**src/rtl/ca_gen_scheduler_if.sv**
```systemverilog
// Engine handshake bundle between the generation scheduler and the update engine.
interface ca_gen_scheduler_if;
  logic eng_start;
  logic eng_hold;
  logic mem_grant_eng;
  logic eng_done;

  modport master (
    output eng_start,
    output eng_hold,
    output mem_grant_eng,
    input  eng_done
  );

  modport slave (
    input  eng_start,
    input  eng_hold,
    input  mem_grant_eng,
    output eng_done
  );
endinterface

```
**src/rtl/ca_gen_scheduler.sv**
```systemverilog
// ca_gen_scheduler: paces cellular-automaton generations against VGA frames.
// The engine only touches cell memory during vertical blanking, and the
// displayed buffer flips only in blanking so the picture never tears.
module ca_gen_scheduler #(
  parameter int GEN_DIV = 4,
  parameter int FDIV_W  = 3,
  parameter int GEN_W   = 16
) (
  input  logic               vga_clk,
  input  logic               clrn,
  input  logic               vblank,
  input  logic               frame_tick,
  input  logic               run_en,
  input  logic               step_req,
  ca_gen_scheduler_if.master eng,
  output logic               disp_buf,
  output logic [GEN_W-1:0]   gen_count,
  output logic               busy,
  output logic               late
);

  localparam logic [1:0] ST_IDLE = 2'd0;
  localparam logic [1:0] ST_RUN  = 2'd1;
  localparam logic [1:0] ST_HOLD = 2'd2;
  localparam logic [1:0] ST_SWAP = 2'd3;

  localparam logic [FDIV_W-1:0] FDIV_LAST = FDIV_W'(GEN_DIV - 1);

  logic [1:0]        state_q, state_d;
  logic [FDIV_W-1:0] frame_cnt_q, frame_cnt_d;
  logic              step_pend_q, step_pend_d;
  logic              eng_start_q, eng_start_d;
  logic              eng_hold_q, eng_hold_d;
  logic              grant_q, grant_d;
  logic              disp_buf_q, disp_buf_d;
  logic [GEN_W-1:0]  gen_count_q, gen_count_d;
  logic              busy_q, busy_d;
  logic              late_q, late_d;
  logic              launch;

  // Next-state logic: frame dividing, launch decision, blanking-window tracking and swap.
  always_comb begin
    state_d     = state_q;
    frame_cnt_d = frame_cnt_q;
    disp_buf_d  = disp_buf_q;
    gen_count_d = gen_count_q;
    late_d      = late_q;
    launch      = 1'b0;

    case (state_q)
      ST_IDLE: begin
        if (frame_tick) begin
          if (step_pend_q || (run_en && (frame_cnt_q == FDIV_LAST))) begin
            launch = 1'b1;
          end else if (run_en) begin
            frame_cnt_d = frame_cnt_q + 1'b1;
          end
          if (launch) begin
            frame_cnt_d = '0;
            state_d     = ST_RUN;
          end
        end
      end
      ST_RUN: begin
        if (eng.eng_done) begin
          state_d = ST_SWAP;
        end else if (!vblank) begin
          state_d = ST_HOLD;
          late_d  = 1'b1;
        end
      end
      ST_HOLD: begin
        if (eng.eng_done) begin
          state_d = ST_SWAP;
        end else if (frame_tick) begin
          state_d = ST_RUN;
        end
      end
      ST_SWAP: begin
        if (vblank) begin
          disp_buf_d  = ~disp_buf_q;
          gen_count_d = gen_count_q + 1'b1;
          state_d     = ST_IDLE;
        end
      end
      default: state_d = ST_IDLE;
    endcase

    step_pend_d = step_req | (step_pend_q & ~launch);
    eng_start_d = launch;
    grant_d     = (state_d == ST_RUN);
    eng_hold_d  = (state_d == ST_HOLD);
    busy_d      = (state_d != ST_IDLE);
  end

  // State and registered outputs, cleared asynchronously by clrn.
  always_ff @(posedge vga_clk or negedge clrn) begin
    if (!clrn) begin
      state_q     <= ST_IDLE;
      frame_cnt_q <= '0;
      step_pend_q <= 1'b0;
      eng_start_q <= 1'b0;
      eng_hold_q  <= 1'b0;
      grant_q     <= 1'b0;
      disp_buf_q  <= 1'b0;
      gen_count_q <= '0;
      busy_q      <= 1'b0;
      late_q      <= 1'b0;
    end else begin
      state_q     <= state_d;
      frame_cnt_q <= frame_cnt_d;
      step_pend_q <= step_pend_d;
      eng_start_q <= eng_start_d;
      eng_hold_q  <= eng_hold_d;
      grant_q     <= grant_d;
      disp_buf_q  <= disp_buf_d;
      gen_count_q <= gen_count_d;
      busy_q      <= busy_d;
      late_q      <= late_d;
    end
  end

  assign eng.eng_start     = eng_start_q;
  assign eng.eng_hold      = eng_hold_q;
  assign eng.mem_grant_eng = grant_q;
  assign disp_buf          = disp_buf_q;
  assign gen_count         = gen_count_q;
  assign busy              = busy_q;
  assign late              = late_q;

endmodule
```
**src/flat_wrapper.sv**
```systemverilog
// flat-port wrapper written by rule: the top's interface ports become plain ports
module ca_gen_scheduler_flat 
#(
  parameter int GEN_DIV = 4,
  parameter int FDIV_W  = 3,
  parameter int GEN_W   = 16
)
  (vga_clk, clrn, vblank, frame_tick, run_en, step_req, disp_buf, gen_count, busy, late, eng_eng_start, eng_eng_hold, eng_mem_grant_eng, eng_eng_done);
  ca_gen_scheduler_if eng_i ();
  input  logic vga_clk;
  input  logic clrn;
  input  logic vblank;
  input  logic frame_tick;
  input  logic run_en;
  input  logic step_req;
  output logic disp_buf;
  output logic [GEN_W-1:0] gen_count;
  output logic busy;
  output logic late;
  output wire logic [$bits(eng_i.eng_start)-1:0] eng_eng_start;
  output wire logic [$bits(eng_i.eng_hold)-1:0] eng_eng_hold;
  output wire logic [$bits(eng_i.mem_grant_eng)-1:0] eng_mem_grant_eng;
  input wire logic [$bits(eng_i.eng_done)-1:0] eng_eng_done;
  assign eng_eng_start = eng_i.eng_start;
  assign eng_eng_hold = eng_i.eng_hold;
  assign eng_mem_grant_eng = eng_i.mem_grant_eng;
  assign eng_i.eng_done = eng_eng_done;
  ca_gen_scheduler #(.GEN_DIV(GEN_DIV), .FDIV_W(FDIV_W), .GEN_W(GEN_W)) u_core (.vga_clk(vga_clk), .clrn(clrn), .vblank(vblank), .frame_tick(frame_tick), .run_en(run_en), .step_req(step_req), .eng(eng_i), .disp_buf(disp_buf), .gen_count(gen_count), .busy(busy), .late(late));
endmodule
```
**config.mk**
```make
export PLATFORM = sky130hd
export DESIGN_NAME = ca_gen_scheduler_flat
export DESIGN_NICKNAME = d
export VERILOG_FILES = /design/src/rtl/ca_gen_scheduler_if.sv /design/src/rtl/ca_gen_scheduler.sv /design/src/flat_wrapper.sv
export SDC_FILE = /design/constraint.sdc
export NUM_CORES = 1
export LEC_CHECK = 0
export ABC_AREA = 1
export CAP_MARGIN = 20
export CORE_MARGIN = 2
export CORE_UTILIZATION = 35
export DETAILED_ROUTE_END_ITERATION = 16
export PLACE_DENSITY = 0.72
export SKIP_CTS_REPAIR_TIMING = 1
export SYNTH_ARGS = -nofsm -noshare
export SYNTH_HDL_FRONTEND = slang
export SYNTH_SLANG_ARGS = --single-unit
```
**constraint.sdc**
```tcl
create_clock -name vga_clk -period 1.5 [get_ports vga_clk]
set_input_delay 0.45 -clock vga_clk [delete_from_list [all_inputs] [get_ports vga_clk]]
set_output_delay 0.45 -clock vga_clk [all_outputs]
set_load 0.1 [all_outputs]
```
==> results of run 1 <==
[power breakdown]
part | internal, mW | switching (mW) | total (mW)
registers | 0.963 | 0.251 | 1.21
clock network | 0.235 | 0.226 | 0.461
logic | 0.700 | 1.26 | 1.96
total | 1.90 | 1.74 | 3.64
[worst paths after layout]
| check | startpoint | endpoint | slack [ns] | depth (start not counted) |
|---|---|---|---|---|
| min reg2reg | u_core.disp_buf$_DFFE_PN0P_ | u_core.disp_buf$_DFFE_PN0P_ | 0.53 | 1 |
| max | u_core.gen_count[1]$_DFFE_PN0P_ | gen_count[1] | 0.07 | 1 |
| max reg2reg | u_core.frame_cnt_q[0]$_DFFE_PN0P_ | u_core.busy$_DFF_PN0_ | 0.13 | 6 |
| max in group asynchronous | clrn | u_core.gen_count[7]$_DFFE_PN0P_ | 0.79 | 2 |
| min | clrn | u_core.gen_count[4]$_DFFE_PN0P_ | 0.53 | 2 |
| min in group vga_clk | u_core.disp_buf$_DFFE_PN0P_ | u_core.disp_buf$_DFFE_PN0P_ | 0.53 | 1 |
[stage by stage]
step / std cells / util [%] / TNS (ns)
after global routing: 233 / 57.0 / 0
after floorplan: 144 / - / 0
after CTS: 232 / 56.4 / -0.0157
after detailed placement: 228 / 54.9 / -4.62
after global placement: 228 / 54.9 / -3.68
final: 233 / 57.0 / 0
[cells in the final DEF, fill, tap and decap left out, drive strengths merged]
cell / Yosys / routed
dfrtp: 28 / 28
nor2: 21 / 21
clkbuf: 0 / 4
a21o: 1 / 1
nand4: 2 / 2
buf: 0 / 31
xor2: 5 / 5
nand3b: 1 / 1
dlymetal6s2s: 0 / 1
o21ai: 6 / 6
nand3: 12 / 12
inv: 18 / 18
clkdlybuf4s50: 0 / 5
xnor2: 8 / 8
ha: 3 / 3
nand2: 32 / 32
nor3: 3 / 3
o22ai: 1 / 1
a21oi: 2 / 2
a31o: 1 / 1
[cells by family after synthesis]
group           count (synthesis)  synth area share (%)
xor+xnor                       13                  8.58
flops                          28                  52.8
buf+inv                        18                  5.09
simple gates                   71                  25.9
compound gates                 11                  4.72
fa+ha+maj                       3                  2.83
[final cells by class]
type | count | area [µm²] | share of cell area [%]
multi-input cells | 98 | 582 | 27.9
flip-flops and latches | 28 | 738 | 35.4
inverters | 18 | 67.6 | 3.24
repair buffers | 37 | 583 | 28.0
clock buffers | 4 | 55.1 | 2.64
well taps | 48 | 60.1 | 2.88
[synthesized netlist by cell type, types with 2 or more instances]
cell type  instances  share of area, %
nand3_1            9               3.4
dfrtp_1           28                53
nor2_2             2              0.94
nor3_1             3               1.1
a21oi_1            2              0.75
inv_1             17               4.8
nand2_1           31               8.8
nand3_2            2               1.5
xnor2_1            8               5.3
nor2_4             2               1.7
nor2_1            17               4.8
nand4_1            2              0.94
xor2_1             5               3.3
ha_1               3               2.8
o21ai_0            5               1.9
[routing by layer]
layer,track usage (%),routed length (µm),up-vias
met5,0,0,-
met3,2.91,131,4
met1,16.9,1190,489
met2,26.8,1390,27
li1,-,-,534
met4,4.69,18,0
[registers in the layout, indices dropped and copies added (netlist names)]
| signal | flops |
|---|---|
| u_core.late | 1 |
| u_core.gen_count | 16 |
| u_core.eng.eng_hold | 1 |
| u_core.busy | 1 |
| u_core.state_q | 2 |
| u_core.eng.eng_start | 1 |
| u_core.frame_cnt_q | 3 |
| u_core.eng.mem_grant_eng | 1 |
| u_core.step_pend_q | 1 |
| u_core.disp_buf | 1 |
==> impl_metrics.json, run 1 <==
{
  "critical_path.cell_chain": "buf_12",
  "worst_path_largest_cell_delay_ns": 0.53,
  "rows": 22,
  "finalHoldWorstSlack_ns": 0.532,
  "critical_path_cell_with_the_highest_stage_delay": "dfrtp_4",
  "mappedNetlistArea_um2": 1330,
  "grt_max_degree": 29,
  "synth_ff_type": "dfrtp_1",
  "post-route-period-util_pct": 95.3,
  "layout.cell_area.non_filler_um2": 2090,
  "io_pins": 29,
  "finalPower_mw": 3.64,
  "final_period_minus_worst_setup_slack_ns": 1.43,
  "fin_worst_skew_ns": 0.00231,
  "area.growth.synth_to_final_pct": 57.3,
  "h-tree-depth": 1,
  "die_width_um": 65.6,
  "final-setup-viol-count": 0,
  "arrival_ns": 0.98,
  "crit_path_start_kind": "register",
  "rsz0062_at_grt": "no",
  "worst_path_dominant_cell_family": "flip-flops",
  "hpwl_mm": 2.15,
  "postRouteAntennaNets": 0,
  "clk_latency_ns": 0.27,
  "max_clock_freq_mhz": 700,
  "cts.sink_count": 28,
  "nFillCells": 292,
  "synthesis.nets": 154,
  "core_um2": 3660,
  "timing_max_transition_violations_final": 0,
  "ir_worst_vdd_mv": 1.25,
  "detailed_place.area_um2": 2010,
  "number_of_diodes_added_for_antenna_fixing": 0,
  "place_congestion": 0.836,
  "power.static_leakage_nw": 0.944,
  "hold_path.class": "input pin to async pin",
  "antenna_violations_before_repair": 0,
  "timing.slew.headroom_pct": 77.1,
  "post-route-worst-setup-slack_ns": 0.0712,
  "synth_enable_flop_cells": 0,
  "synth.avg_cell_area_um2": 9.21,
  "drv_cap": 0,
  "dieArea_um2": 4300,
  "numPortBuffers": 28,
  "tritoncts": "done",
  "netlist-cell-type-count": 23,
  "timing.critical_path.to_type": "output pin",
  "cts.reportedPaths.clkPinSlew_ns": 0.09,
  "criticalPathCategory": "register to output pin",
  "hold_viol_final": 0,
  "first_pass_iters": 4,
  "die_height_um": 65.6,
  "tightest_slew_ns": 0.340,
  "ys_async_sr_fraction_pct": 100,
  "synth_cells": 144,
  "dr.first_iter.drc_count": 17,
  "cp.required_ns": 1.05,
  "detailedPlace.worstSlack_ns": -0.301,
  "drive_gt1_share_pct": 34.1,
  "result_of_the_run": "complete, no violations",
  "cellPowerDensity_nw_per_um2": 1740,
  "wl_per_cell_um": 11.7,
  "critical_path_peak_fanout": 5,
  "grt_pass1_wl_mm": 4.83,
  "avgViaCountPerCell": 4.52,
  "clockBufferDepth": 2,
  "effective_utilization_at_floorplan_pct": 36.2,
  "yosys_register_bits": 28,
  "totalWireLength_mm": 2.72,
  "drc": 0,
  "ys_warn_count": 0,
  "globalRouteTotalUtil_pct": 14.6,
  "gr-total-overflow": 0,
  "ctsRootBufferMaster": "clkbuf_8",
  "fraction_of_the_yosys_area_taken_by_sequential_cells_pct": 52.8,
  "crit_buf_inv": 1,
  "routed-via-count": 1054,
  "first_global_vias": 1146,
  "cts_inserted_buffers": 3,
  "design.final.nets": 196
}
Power figures use the tool's default switching activity.
==> run 2: changes to the inputs <==
--- a/config.mk
+++ b/config.mk
@@ -7,11 +7,13 @@
 export LEC_CHECK = 0
 export ABC_AREA = 1
 export CAP_MARGIN = 20
+export CORE_ASPECT_RATIO = 0.6
 export CORE_MARGIN = 2
 export CORE_UTILIZATION = 35
 export DETAILED_ROUTE_END_ITERATION = 16
 export PLACE_DENSITY = 0.72
 export SKIP_CTS_REPAIR_TIMING = 1
+export SLEW_MARGIN = 30
 export SYNTH_ARGS = -nofsm -noshare
 export SYNTH_HDL_FRONTEND = slang
 export SYNTH_SLANG_ARGS = --single-unit
==> run 2 against run 1 <==
Flip-flop and latch count unchanged. First-iteration DRC count increased to 3.9 times the previous value. Clock skew increased by 0.0057 ns. Routed wire length increased by 0.37%. Largest cell class unchanged. Sequential power about the same. Maximum frequency decreased by 1.0%. Combinational power about the same. Sequential share of layout area about the same. Worst setup slack got worse by 0.015 ns. Critical path depth unchanged.
==> impl_metrics.json, run 2 (synthesis results as in run 1) <==
{
  "number_of_diodes_added_for_antenna_fixing": 0,
  "sequential_share_of_power_pct": 32.0,
  "final_period_minus_worst_setup_slack_ns": 1.44,
  "setup-tns-final_ns": 0,
  "cts.reportedPaths.clkPinSlew_ns": 0.10,
  "fin_cells": 231,
  "place_congestion": 0.760,
  "total_net_switching_power_mw": 1.75,
  "dp_cells": 227,
  "max_clock_freq_mhz": 693,
  "power.static_leakage_nw": 0.946,
  "avgViaCountPerCell": 4.58,
  "crit_path_start_kind": "register",
  "most_common_library_cell_in_the_layout_ignoring_fill_and_taps": "nand2_1",
  "design.final.nets": 195,
  "effective_utilization_at_floorplan_pct": 36.3,
  "result_of_the_run": "complete, no violations",
  "timing.slew.headroom_pct": 78.9,
  "rows": 17,
  "grt_util_met1_pct": 19.7,
  "ir_worst_vdd_mv": 1.30,
  "die_height_um": 51.7,
  "layout.cell_area.non_filler_um2": 2090,
  "final_core_utilization_pct": 57.0,
  "r2r_setup_slack_ns": 0.09,
  "first_global_vias": 991,
  "gr-total-overflow": 0,
  "dieArea_um2": 4310,
  "drc": 0,
  "post-route-period-util_pct": 96.2,
  "grt_busiest_layer": "met2",
  "detailed_place.area_um2": 2010,
  "fin_worst_skew_ns": 0.00799,
  "rsz0062_at_grt": "no",
  "ctsRootBufferMaster": "clkbuf_8",
  "tritoncts": "done",
  "postRouteAntennaNets": 0,
  "nFillCells": 305,
  "cellPowerDensity_nw_per_um2": 1810,
  "first_pass_iters": 5,
  "crit_buf_inv": 1,
  "pwr-share-comb_pct": 52.1,
  "arrival_ns": 0.99,
  "met3_usage_pct": 4.60,
  "criticalPathCategory": "register to output pin",
  "core_um2": 3660,
  "drive_gt1_share_pct": 32.6,
  "grt_pass1_wl_mm": 4.63,
  "use_met2_pct": 21.0,
  "hold_viol_final": 0,
  "cts.sink_count": 28,
  "antenna_violations_before_repair": 0,
  "final-setup-viol-count": 0,
  "internal_dissipation_mw": 2.02,
  "tightest_slew_ns": 0.315,
  "flip_flop_count_of_the_largest_register_all_copies_and_words_added": 16,
  "dr.first_iter.drc_count": 67,
  "hold_path.class": "input pin to async pin",
  "power.share.switching_pct": 46.4,
  "totalWireLength_mm": 2.73,
  "critical_path_cell_with_the_highest_stage_delay": "dfrtp_4",
  "area.growth.synth_to_final_pct": 57.4,
  "hpwl_mm": 2.13,
  "critical_path.cell_chain": "buf_12",
  "h-tree-depth": 1,
  "clk_latency_ns": 0.28,
  "wl_per_cell_um": 11.8,
  "io_pins": 29,
  "drv_cap": 0,
  "cp.required_ns": 1.05,
  "numPortBuffers": 28,
  "most-common-layout-cells": "nand2_1, buf_12, inv_1, nor2_1, dfrtp_1",
  "grt_max_degree": 29,
  "clockBufferDepth": 2,
  "critical_path_peak_fanout": 5,
  "cts_inserted_buffers": 3,
  "clock_power_share_pct": 15.9,
  "routed-via-count": 1058,
  "timing_max_transition_violations_final": 0,
  "worst_path_dominant_cell_family": "flip-flops",
  "timing.critical_path.to_type": "output pin",
  "die_width_um": 83.5,
  "worst_path_largest_cell_delay_ns": 0.53,
  "globalRouteTotalUtil_pct": 14.0
}
## run 2: final timing paths
check | from | to | depth (start not counted)
worst max-delay path | u_core.gen_count[8]$_DFFE_PN0P_ | gen_count[8] | 1
worst min-delay path | clrn | u_core.frame_cnt_q[1]$_DFFE_PN0P_ | 2
worst max register to register | u_core.frame_cnt_q[1]$_DFFE_PN0P_ | u_core.busy$_DFF_PN0_ | 6
worst min register to register | u_core.step_pend_q$_DFF_PN0_ | u_core.step_pend_q$_DFF_PN0_ | 1
max in group asynchronous | clrn | u_core.gen_count[1]$_DFFE_PN0P_ | 2
min in group vga_clk | u_core.step_pend_q$_DFF_PN0_ | u_core.step_pend_q$_DFF_PN0_ | 1
## run 2: layout make-up
| class | instances | area, µm² | share of cell area, % |
|---|---|---|---|
| multi-input combinational | 98 | 576 | 27.6 |
| timing repair buffer | 36 | 576 | 27.6 |
| inverter | 18 | 67.6 | 3.24 |
| tap | 47 | 58.8 | 2.82 |
| clock inverter | 1 | 30.0 | 1.44 |
| clock buffer | 3 | 41.3 | 1.98 |
| sequential | 28 | 738 | 35.4 |
## run 2: power groups by stage
stage / clock network (mW) / registers, mW / logic (mW)
CTS: 0.612 / 1.21 / 1.96
global route: 0.645 / 1.24 / 2.06
finish: 0.598 / 1.21 / 1.97
detailed placement: 0 / 1.22 / 1.96
global placement: 0 / 1.22 / 1.94
floorplan: 0 / 2.02 / 0.374
## run 2: worst register-to-register path: stages, from the launching register on
cell,delay (ns)
dfrtp_1,0.40
ha_1,0.18
ha_1,0.18
a21oi_1,0.17
nor2_1,0.09
nor3_2,0.20
nand2_1,0.08
## run 2: stage by stage
stage	power, mW	worst slack (ns)	hold slack [ns]
5_1_grt	3.95	0.00990	0.526
4_1_cts	3.78	-0.00391	0.513
3_5_place_dp	3.18	-0.294	0.494
2_1_floorplan	2.40	0.00293	0.154
3_3_place_gp	3.16	-0.270	0.488
6_report	3.77	0.0565	0.512
## run 2: per-layer routing
layer  wire [µm]  part of all wire, %
met5           0                    0
met4          25                 0.91
met3         132                  4.8
met2        1140                   42
met1        1430                   52
